<file path="config.mk">
export PLATFORM = sky130hd
export DESIGN_NAME = des_stream_ctrl
export DESIGN_NICKNAME = d
export VERILOG_FILES = /design/src/rtl/des_stream_ctrl.sv
export SDC_FILE = /design/constraint.sdc
export NUM_CORES = 1
export LEC_CHECK = 0
export CAP_MARGIN = 40
export CORE_AREA = 4 4 225 227
export CTS_CLUSTER_DIAMETER = 40
export DETAILED_ROUTE_END_ITERATION = 8
export DIE_AREA = 0 0 229 231
export RECOVER_POWER = 25
export SLEW_MARGIN = 0
export SYNTH_ARGS = -nofsm -noshare
export SYNTH_HDL_FRONTEND = slang
export SYNTH_SLANG_ARGS = --single-unit
export TNS_END_PERCENT = 5
</file>
<file path="constraint.sdc">
create_clock -name clk -period 3 [get_ports clk]
set_input_delay 0.45 -clock clk [delete_from_list [all_inputs] [get_ports clk]]
set_output_delay 0.45 -clock clk [all_outputs]
set_load 0.02 [all_outputs]
</file>
<file path="src/rtl/des_stream_ctrl.sv">
// Stream controller feeding an external DES core: input FIFO, one-block-at-a-time issue/wait/output sequencing.
// Optional CBC chaining (chain register, iv load, XOR on issue) is built in only when DES_CBC_EN is defined.
module des_stream_ctrl #(
    parameter int DATA_W = 64,
    parameter int DEPTH  = 4,
    parameter int CNT_W  = 16
) (
    input  logic              clk,
    input  logic              n_rst,
    input  logic [DATA_W-1:0] raw_data,
    input  logic              data_valid_in,
    output logic              in_ready,
    input  logic              key_valid,
    input  logic              cbc_mode,
    input  logic [DATA_W-1:0] iv,
    input  logic              iv_load,
    output logic [DATA_W-1:0] core_block,
    output logic              core_valid,
    input  logic [DATA_W-1:0] core_result,
    input  logic              core_done,
    output logic [DATA_W-1:0] encrypted_data,
    output logic              data_valid_out,
    input  logic              out_ready,
    output logic              busy,
    output logic              overflow,
    output logic [CNT_W-1:0]  block_count
);

    localparam int PTR_W = (DEPTH > 1) ? $clog2(DEPTH) : 1;
    localparam logic [PTR_W:0]   OCC_FULL = DEPTH[PTR_W:0];
    localparam logic [PTR_W:0]   OCC_ONE  = {{PTR_W{1'b0}}, 1'b1};
    localparam logic [PTR_W-1:0] PTR_ONE  = PTR_W'(1);
    localparam logic [CNT_W-1:0] CNT_ONE  = CNT_W'(1);

    typedef enum logic [1:0] {
        ST_IDLE,
        ST_ISSUE,
        ST_WAIT,
        ST_OUT
    } state_t;

    state_t state_q;

    logic [DATA_W-1:0] mem_q [DEPTH];
    logic [PTR_W-1:0]  wr_ptr_q, wr_ptr_d;
    logic [PTR_W-1:0]  rd_ptr_q, rd_ptr_d;
    logic [PTR_W:0]    occ_q, occ_d;
    logic              ovf_q, ovf_d;

    logic [DATA_W-1:0] core_block_q;
    logic              core_valid_q;
    logic [DATA_W-1:0] enc_q;
    logic              dvo_q;
    logic              busy_q;
    logic [CNT_W-1:0]  cnt_q;

    logic              fifo_full;
    logic              fifo_empty;
    logic              push;
    logic              pop;
    logic              issue_ok;
    logic [DATA_W-1:0] fifo_head;
    logic [DATA_W-1:0] issue_block;

    assign fifo_full  = (occ_q == OCC_FULL);
    assign fifo_empty = (occ_q == '0);
    // Readiness uses the pre-pop occupancy: a full FIFO refuses a push even while popping.
    assign push       = data_valid_in && !fifo_full;
    assign pop        = (state_q == ST_ISSUE) && !fifo_empty;
    assign issue_ok   = key_valid && !fifo_empty;
    assign fifo_head  = mem_q[rd_ptr_q];

    assign wr_ptr_d = push ? (wr_ptr_q + PTR_ONE) : wr_ptr_q;
    assign rd_ptr_d = pop  ? (rd_ptr_q + PTR_ONE) : rd_ptr_q;
    assign ovf_d    = ovf_q || (data_valid_in && fifo_full);

    always_comb begin
        occ_d = occ_q;
        case ({push, pop})
            2'b10:   occ_d = occ_q + OCC_ONE;
            2'b01:   occ_d = occ_q - OCC_ONE;
            default: occ_d = occ_q;
        endcase
    end

    always_ff @(posedge clk) begin
        if (push) begin
            mem_q[wr_ptr_q] <= raw_data;
        end
    end

    always_ff @(posedge clk or negedge n_rst) begin
        if (!n_rst) begin
            wr_ptr_q <= '0;
            rd_ptr_q <= '0;
            occ_q    <= '0;
            ovf_q    <= 1'b0;
        end else begin
            wr_ptr_q <= wr_ptr_d;
            rd_ptr_q <= rd_ptr_d;
            occ_q    <= occ_d;
            ovf_q    <= ovf_d;
        end
    end

`ifdef DES_CBC_EN
    logic [DATA_W-1:0] chain_q;
    logic [DATA_W-1:0] chain_src;

    // An iv loaded in the same cycle as an IDLE issue must already chain that issue.
    assign chain_src   = (state_q == ST_IDLE && iv_load) ? iv : chain_q;
    assign issue_block = cbc_mode ? (fifo_head ^ chain_src) : fifo_head;

    always_ff @(posedge clk or negedge n_rst) begin
        if (!n_rst) begin
            chain_q <= '0;
        end else if (state_q == ST_IDLE && iv_load) begin
            chain_q <= iv;
        end else if (state_q == ST_WAIT && core_done) begin
            chain_q <= core_result;
        end
    end
`else
    logic unused_cbc;

    assign unused_cbc  = ^{cbc_mode, iv, iv_load};
    assign issue_block = fifo_head;
`endif

    always_ff @(posedge clk or negedge n_rst) begin
        if (!n_rst) begin
            state_q      <= ST_IDLE;
            core_block_q <= '0;
            core_valid_q <= 1'b0;
            enc_q        <= '0;
            dvo_q        <= 1'b0;
            busy_q       <= 1'b0;
            cnt_q        <= '0;
        end else begin
            core_valid_q <= 1'b0;
            case (state_q)
                ST_IDLE: begin
                    if (issue_ok) begin
                        state_q      <= ST_ISSUE;
                        core_valid_q <= 1'b1;
                        core_block_q <= issue_block;
                        busy_q       <= 1'b1;
                    end
                end
                ST_ISSUE: begin
                    state_q <= ST_WAIT;
                end
                ST_WAIT: begin
                    if (core_done) begin
                        enc_q   <= core_result;
                        dvo_q   <= 1'b1;
                        state_q <= ST_OUT;
                    end
                end
                ST_OUT: begin
                    if (out_ready) begin
                        cnt_q <= cnt_q + CNT_ONE;
                        dvo_q <= 1'b0;
                        if (issue_ok) begin
                            state_q      <= ST_ISSUE;
                            core_valid_q <= 1'b1;
                            core_block_q <= issue_block;
                        end else begin
                            state_q <= ST_IDLE;
                            busy_q  <= 1'b0;
                        end
                    end
                end
                default: begin
                    state_q <= ST_IDLE;
                    dvo_q   <= 1'b0;
                    busy_q  <= 1'b0;
                end
            endcase
        end
    end

    assign in_ready       = !fifo_full;
    assign core_block     = core_block_q;
    assign core_valid     = core_valid_q;
    assign encrypted_data = enc_q;
    assign data_valid_out = dvo_q;
    assign busy           = busy_q;
    assign overflow       = ovf_q;
    assign block_count    = cnt_q;

endmodule

</file>
After elaboration in Yosys (flattened, before gate mapping)
Memories as Yosys holds them, arrays and structs flattened. Index checks and enable logic that the tools add are counted.

$add $sub $neg: 5. Reduce and logical (&&, ||, !) cells: 18. Mux-type cells: 21. Equality and inequality tests: 10.

Operator list (count): $mux 64 (2); $pmux 64 s2 (1); $add 16x1->16 const B (1); $mux 1 (10); $ne 2x2->1 const B (4); $pmux 2 s4 (1); $eq 2x2->1 const B (3); $mux 2 (3); $pmux 1 s2 (3); $pmux 3 s2 (1); $reduce_and 2->1 (3); $reduce_and 3->1 (2); $reduce_bool 2->1 (3); $add 2x1->2 const B (2); $eq 2x1->1 const B (2); $logic_and 1x1->1 (4); $reduce_and 4->1 (1); $add 3x1->3 const B (1); $eq 3x3->1 const B (1); $logic_not 3->1 (1); $sub 3x1->3 const B (1); $logic_not 1->1 (2); $logic_not 2->1 (1); $logic_or 1x1->1 (1).

Memories: 1. Input bits: 200. Flip-flop bits (word level): 157. Output and inout bits: 149. Word-level logic and storage cells: 66. Bits in writable memories: 256.

Memories: mem_q (words 4, width 64, rd ports 1, clocked after Yosys merged registers in 0, wr ports 1, line 44) `logic [DATA_W-1:0] mem_q [DEPTH];`.

Depth between registers and ports, before layout
Gate-level depths: netlist (run 1).

Depth after elaboration: 6. Mapped depth: 9. Mapped depth without buffers: 9.

Worst setup path after synthesis (run 1)
No wires, ideal clock.

Path kind: flip-flop to flip-flop. From: register occ_q[0]. To: memory mem_q[0][0] (enable). Setup time: 0.429 ns. Period minus slack after synthesis: 2.781 ns. Data required time: 2.571 ns. Slack: 0.219 ns. Data arrival time: 2.352 ns. Path buffers: 0. Cell stages (with the launch flop): 4. Cell sequence: dfrtp_1 > nor2_1 > nand2_1 > and3_1.

Cells in the longest elaborated chain, start to end: 5.

Ends and longest elaborated chain: from (decl) (line 47) `logic [PTR_W:0] occ_q, occ_d;`; from (signal assigned) (line 96) `occ_q <= '0;`; from (signal assigned) (line 101) `occ_q <= occ_d;`; $eq 3x3->1 (line 65) `assign fifo_full = (occ_q == OCC_FULL);`; $logic_not 1->1; named net in_ready (line 12) `output logic in_ready,`; $logic_and 1x1->1 (line 68) `assign push = data_valid_in && !fifo_full;`; $mux 1 (line 87) `if (push) begin`; $mux 1 (not written as such) (line 88) `mem_q[wr_ptr_q] <= raw_data;`; to (decl) (line 44).

The timed path passes the listed nets, and every way through them passes these cells.

Worst setup path in the final report (run 1)
From: register occ_q[0]. To: output in_ready.

Cells in the longest elaborated chain, start to end: 2.

Ends and longest elaborated chain: $eq 3x3->1 (line 65); $logic_not 1->1 (line 183) `assign in_ready = !fifo_full;`; to (decl) (line 12).

Every way passes these cells.

==> results of run 1 <==
## flip-flops by register name (all words and copies together) (netlist names), 2 cells and up
| signal | count |
|---|---|
| mem_q | 256 |
| core_block | 64 |
| encrypted_data | 64 |
| block_count | 16 |
| occ_q | 3 |
| rd_ptr_q | 2 |
| state_q | 2 |
| wr_ptr_q | 2 |
## power by group through the flow
stage,sequential (mW),clock (mW),combinational [mW]
CTS,8.70,8.48,7.77
floorplan,9.76,0,3.39
global route,8.86,8.75,8.12
global placement,8.71,0,7.71
finish,8.66,8.22,7.55
detailed placement,8.78,0,7.74
## layout by cell type, fill, tap and decap left out, drive strengths merged, types with 3 or more instances in the layout
cell / count
a21oi: 5
and3: 5
buf: 18
bufinv: 7
clkbuf: 86
clkdlybuf4s50: 220
clkinv: 16
clkinvlp: 8
dfrtp: 157
dlygate4sd3: 62
edfxtp: 256
ha: 11
inv: 24
mux2: 130
mux4: 64
nand2: 12
nand3: 5
nand4: 5
nor2: 10
nor3: 3
o21ai: 3
xnor2: 13
xor2: 8
## synth_stat cells, drive strengths merged, types with 2 or more instances
| cell | count |
|---|---|
| o21ai | 3 |
| xor2 | 8 |
| xnor2 | 13 |
| nand4 | 5 |
| inv | 9 |
| mux2 | 130 |
| nand2 | 12 |
| and3 | 5 |
| edfxtp | 256 |
| nand3 | 5 |
| mux4 | 64 |
| nor3 | 3 |
| buf | 22 |
| a21oi | 5 |
| nor2 | 10 |
| nor2b | 2 |
| ha | 11 |
| clkbuf | 6 |
| dfrtp | 157 |
## area by class of cell
type	instances	area [µm²]
clock inverters	46	519
diodes	1	2.50
inverters	9	33.8
repair buffers	300	3100
flip-flops and latches	413	11600
fillers	4268	27000
well taps	622	778
clock buffers	86	1970
multi-input cells	287	3610
## kinds of logic after synthesis
group	synth area share (%)
DFF	75.2
muxes	18.9
and+or+nand+nor	1.42
buffers and inverters	1.54
xor gates and xnor gates	1.19
AOI/OAI and AO/OA	0.753
adders and majority gates	1.02
## repair_timing
action | in CTS | in global routing
hold buffers | 1 | 0
endpoints found under the setup margin | 0 | 0
resized for setup | 0 | 0
hold endpoints to repair | 57 | 0
buffers inserted | 0 | 0
## layer usage
| layer | part of all wire, % | routed length [µm] | up-vias |
|---|---|---|---|
| met1 | 43 | 14400 | 4123 |
| met5 | 0.14 | 46 | - |
| met2 | 48 | 16200 | 285 |
| met4 | 2.4 | 825 | 10 |
| li1 | - | - | 3636 |
| met3 | 7.1 | 2420 | 72 |
## worst reg2reg max path: cells and delay by family (launching register included)
| kind | cells | cell delay [ns] |
|---|---|---|
| DFF | 1 | 0.42 |
| muxes | 1 | 0.42 |
| and+or+nand+nor | 1 | 0.25 |
| AOI/OAI and AO/OA | 1 | 0.22 |
| buffers and inverters | 1 | 0.39 |
| adders and majority gates | 1 | 0.37 |
## stage by stage
step | instances | total power [mW]
6_report | 1764 | 24.4
5_1_grt | 1764 | 25.7
4_1_cts | 1763 | 24.9
3_5_place_dp | 1630 | 16.5
3_3_place_gp | 1630 | 16.4
2_1_floorplan | 737 | 13.1
## worst paths after layout
check / slack, ns / startpoint / cells past startpoint / endpoint
worst max-delay path: 0.52 / occ_q[0]$_DFFE_PN0P_ / 3 / in_ready
worst min-delay path: 0.43 / n_rst / 2 / encrypted_data[48]$_DFFE_PN0P_
worst max register to register: 0.81 / state_q[0]$_DFFE_PN0P_ / 5 / core_block[29]$_DFFE_PN0P_
worst min register to register: 0.48 / overflow$_DFF_PN0_ / 1 / overflow$_DFF_PN0_
max in group asynchronous: 1.79 / n_rst / 3 / encrypted_data[57]$_DFFE_PN0P_
min in group clk: 0.48 / overflow$_DFF_PN0_ / 1 / overflow$_DFF_PN0_
==> flow_metrics.tcl, run 1 <==
set metrics [dict create \
    async_reset_ff_share_pct 38.0 \
    crit_slowest_cell "clkdlybuf4s50_1" \
    ys_seq_area_share_pct 75.2 \
    rsz0062_at_grt "false" \
    drc 0 \
    fmax_mhz 403 \
    ys_seq_elements 413 \
    worst-path-max-fanout 6 \
    peakVddDrop_mv 0.687 \
    p_clk_share_pct 33.7 \
    finClkSkew_ns 0.0150 \
    vias 8126 \
    crit_buf_inv 1 \
    power.density_nw_per_um2 1130 \
    maxSlewViolCount 0 \
    portBuffers 282 \
    die-area_um2 52900 \
    ant_nets 0 \
    relSlewSlack_pct 55.8 \
    ys.flop_type "edfxtp_1" \
    finalCritPeriodShare_pct 82.8 \
    clk_pin_slew_ns 0.05 \
    tightest_slew_ns 0.657 \
    dpl.hpwl_um 20600 \
    antenna_found_initial 8 \
    switching_share_pct 29.7 \
    status "finished clean" \
    fin_area_um2 21600 \
    grtUsageMet2_pct 21.1 \
    path_delay_family "buffers and inverters" \
    setup_ws_ns 0.517 \
    maxCapViolations 0 \
    cts_tree "done" \
    coreArea_um2 48600 \
    area_delta_synth_final_pct 40.1 \
    pin_count 349 \
    place_area_um2 19100 \
    grt_pass1_vias 9084 \
    critPathMaxStageDelay_ns 0.66 \
    finalSetupViolCount 0 \
    critPathArrivalTime_ns 2.03 \
    netlist_area_um2 15400 \
    switchingPower_mw 7.26 \
    yosys_warnings 0 \
    final_util_pct 44.5 \
    routed_wl_um 33900 \
    crit_chain "nor2_1 > nand2_1 > clkdlybuf4s50_1" \
    grt_first_pass_wirelength_um 53700 \
    synth-edff-count 256 \
    dieHeight_um 231 \
    htree_levels 3 \
    clock_latency_ns 0.57 \
    nNetsFinal 1295 \
    drtPass1Iterations 6 \
    seqPwrFrac_pct 35.4 \
    dp_worst_setup_slack_ns 0.589 \
    initial_utilization_pct 31.8 \
    startpoint_type "flip-flop" \
    grtUsageTotal_pct 13.1 \
    drive_gt1_share_pct 30.1 \
    synth.distinct_cells 33 \
    grt.busiest_layer "met2" \
    leakage_nw 7.93 \
    min_path_type "primary input to asynchronous set/reset pin" \
    critPathKind "flip-flop to primary output" \
    synth_top_area_cell "edfxtp_1" \
    grt_use_met3_pct 4.55 \
    finalCriticalPeriod_ns 2.48 \
    hold_slack_ns 0.434 \
    routedWlPerCell_um 19.2 \
    yosysTopAreaCellShare_pct 49.8 \
    cts.sinks 413 \
    cts_root_buf "clkbuf_16" \
    cp.required_ns 2.55 \
    viasPerCell 4.61 \
    grt_max_degree 61 \
    synth_area_leaders "edfxtp_1, dfrtp_1, mux2_2" \
    overflow 0 \
    numCtsBuffers 72 \
    fp.dieW_um 229 \
    place.gp.congestion 0.717 \
    use_met1_pct 16.5 \
    std_cell_rows 81 \
    cts_max_path_buffers 3 \
    postSynthNetCount 949 \
    combPwrFrac_pct 30.9 \
    synth_area_per_cell_um2 21.0 \
    syn-instance-count 737 \
    crit_path_end_kind "primary output" \
    hold_viol_final 0 \
    intPower_mw 17.2 \
    drtIter0Drc 385 \
    tns_ns 0 \
]
Power figures use the tool's default switching activity.
==> run 2, diff against run 1 <==
- clock period: 3 -> 2.01 ns (I/O delays scaled with it)
==> run 2 against run 1 <==
Against the previous run: via count barely moved; global-route usage is 0.13 points lower; non-clock buffer count up 34; sequential power rose by 49%; critical path type unchanged.
==> flow_metrics.tcl, run 2 (synthesized netlist as in run 1, its figures left out) <==
set metrics [dict create \
    status "finished clean" \
    crit_chain "clkdlybuf4s50_1" \
    maxCapViolations 0 \
    htree_levels 2 \
    cts_root_buf "clkbuf_16" \
    initial_utilization_pct 31.8 \
    drive_gt1_share_pct 31.2 \
    crit_buf_inv 1 \
    clk_pin_slew_ns 0.06 \
    drc 0 \
    routed_wl_um 34400 \
    tightest_slew_ns 0.413 \
    routedWlPerCell_um 19.3 \
    fmax_mhz 516 \
    cts.sinks 413 \
    coreArea_um2 48600 \
    dp_worst_setup_slack_ns 0.0324 \
    reg2reg_depth 8 \
    hold_viol_final 0 \
    finClkSkew_ns 0.0247 \
    cts_max_path_buffers 3 \
    viasPerCell 4.55 \
    nNetsFinal 1318 \
    portBuffers 282 \
    setup_ws_ns 0.0716 \
    die-area_um2 52900 \
    grt_first_pass_wirelength_um 53600 \
    crit_path_end_kind "primary output" \
    path_depth 1 \
    antenna_found_initial 8 \
    leakage_nw 8.06 \
    tns_ns 0 \
    grtUsageTotal_pct 13.0 \
    worst-path-max-fanout 2 \
    max_flop_register "mem_q" \
    startpoint_type "flip-flop" \
    power.density_nw_per_um2 1630 \
    rsz0062_at_grt "true" \
    grt_pass1_vias 8825 \
    finalCriticalPeriod_ns 1.94 \
    final_common_cell "edfxtp_1" \
    mostFrequentLayoutCells "edfxtp_1, clkdlybuf4s50_1, dfrtp_1, mux2_2, mux4_2" \
    pin_count 349 \
    ant_nets 0 \
    relSlewSlack_pct 72.5 \
    critPathMaxStageDelay_ns 0.64 \
    path_delay_family "buffers and inverters" \
    drtIter0Drc 382 \
    r2r_end "core_block[15]$_DFFE_PN0P_" \
    grt_max_degree 68 \
    timing.reg2reg.setup_slack_ns 0.12 \
    vias 8118 \
    layout.filler_cells 4245 \
    cp.required_ns 1.71 \
    overflow 0 \
    place.gp.congestion 0.776 \
    critPathArrivalTime_ns 1.64 \
    drtPass1Iterations 4 \
    maxSlewViolCount 0 \
    crit_slowest_cell "clkdlybuf4s50_1" \
    dieHeight_um 231 \
    std_cell_rows 81 \
    largest_reg_flops 256 \
    clock_latency_ns 0.61 \
    cts_tree "done" \
    final_util_pct 44.5 \
    min_path_type "primary input to asynchronous set/reset pin" \
    critPathKind "flip-flop to primary output" \
    finalCritPeriodShare_pct 96.4 \
    area_delta_synth_final_pct 40.1 \
    numCtsBuffers 61 \
    fp.dieW_um 229 \
    finalSetupViolCount 0 \
    r2r-start "state_q[1]$_DFFE_PN0P_" \
    dpl.hpwl_um 22500 \
    peakVddDrop_mv 0.881 \
]
-- run 2: report_power, final --
| group | total, mW | leakage [nW] | switching (mW) | internal, mW |
|---|---|---|---|---|
| combinational | 12.0 | 2.86 | 5.58 | 6.40 |
| clock | 10.4 | 0.978 | 4.06 | 6.31 |
| sequential | 12.9 | 4.23 | 1.15 | 11.7 |
-- run 2: stage by stage --
step	hold slack, ns	power, mW	cell area, µm²	cells
2_1_floorplan	0.00591	19.6	15500	737
3_3_place_gp	0.219	25.2	19600	1662
3_5_place_dp	0.220	25.4	19600	1662
4_1_cts	0.131	35.9	21600	1778
5_1_grt	0.158	37.1	21600	1780
6_report	0.170	35.2	21600	1783
-- run 2: cell type report --
type                       count  area (µm²)  area share, %
clock buffer                  71        1580           7.32
antenna                        3        7.51         0.0347
timing repair buffer         334        3530           16.3
multi-input combinational    287        3620           16.7
inverter                       9        33.8          0.156
tap                          622         778           3.60
sequential                   413       11600           53.7
clock inverter                44         463           2.14
-- run 2: layer usage --
metal	wire length (µm)	global-route usage, %	vias up
li1	-	-	3664
met1	14800	16.6	4119
met2	16100	20.7	267
met3	2790	4.79	58
met4	684	4.15	10
met5	53	0	-
-- run 2: timing repair --
| action | in CTS | in global routing |
|---|---|---|
| pin swaps | 0 | 1 |
| setup buffers | 0 | 2 |
| hold buffers | 1 | 0 |
| gates resized for setup | 13 | 11 |
| endpoints found under the hold margin | 131 | 0 |
| setup endpoints to repair | 10 | 34 |
-- run 2: worst max path at each step --
stage          slack (ns)                    endpoint                           from
2_1_floorplan       -0.07       mem_q[0][0]$_DFFE_PP_           occ_q[0]$_DFFE_PN0P_
3_3_place_gp         0.05  core_block[45]$_DFFE_PN0P_                      key_valid
3_5_place_dp         0.03  core_block[15]$_DFFE_PN0P_                      key_valid
4_1_cts             -0.03                    in_ready           occ_q[0]$_DFFE_PN0P_
5_1_grt             -0.02        occ_q[2]$_DFFE_PN0P_         state_q[1]$_DFFE_PN0P_
6_report             0.07           encrypted_data[7]  encrypted_data[7]$_DFFE_PN0P_
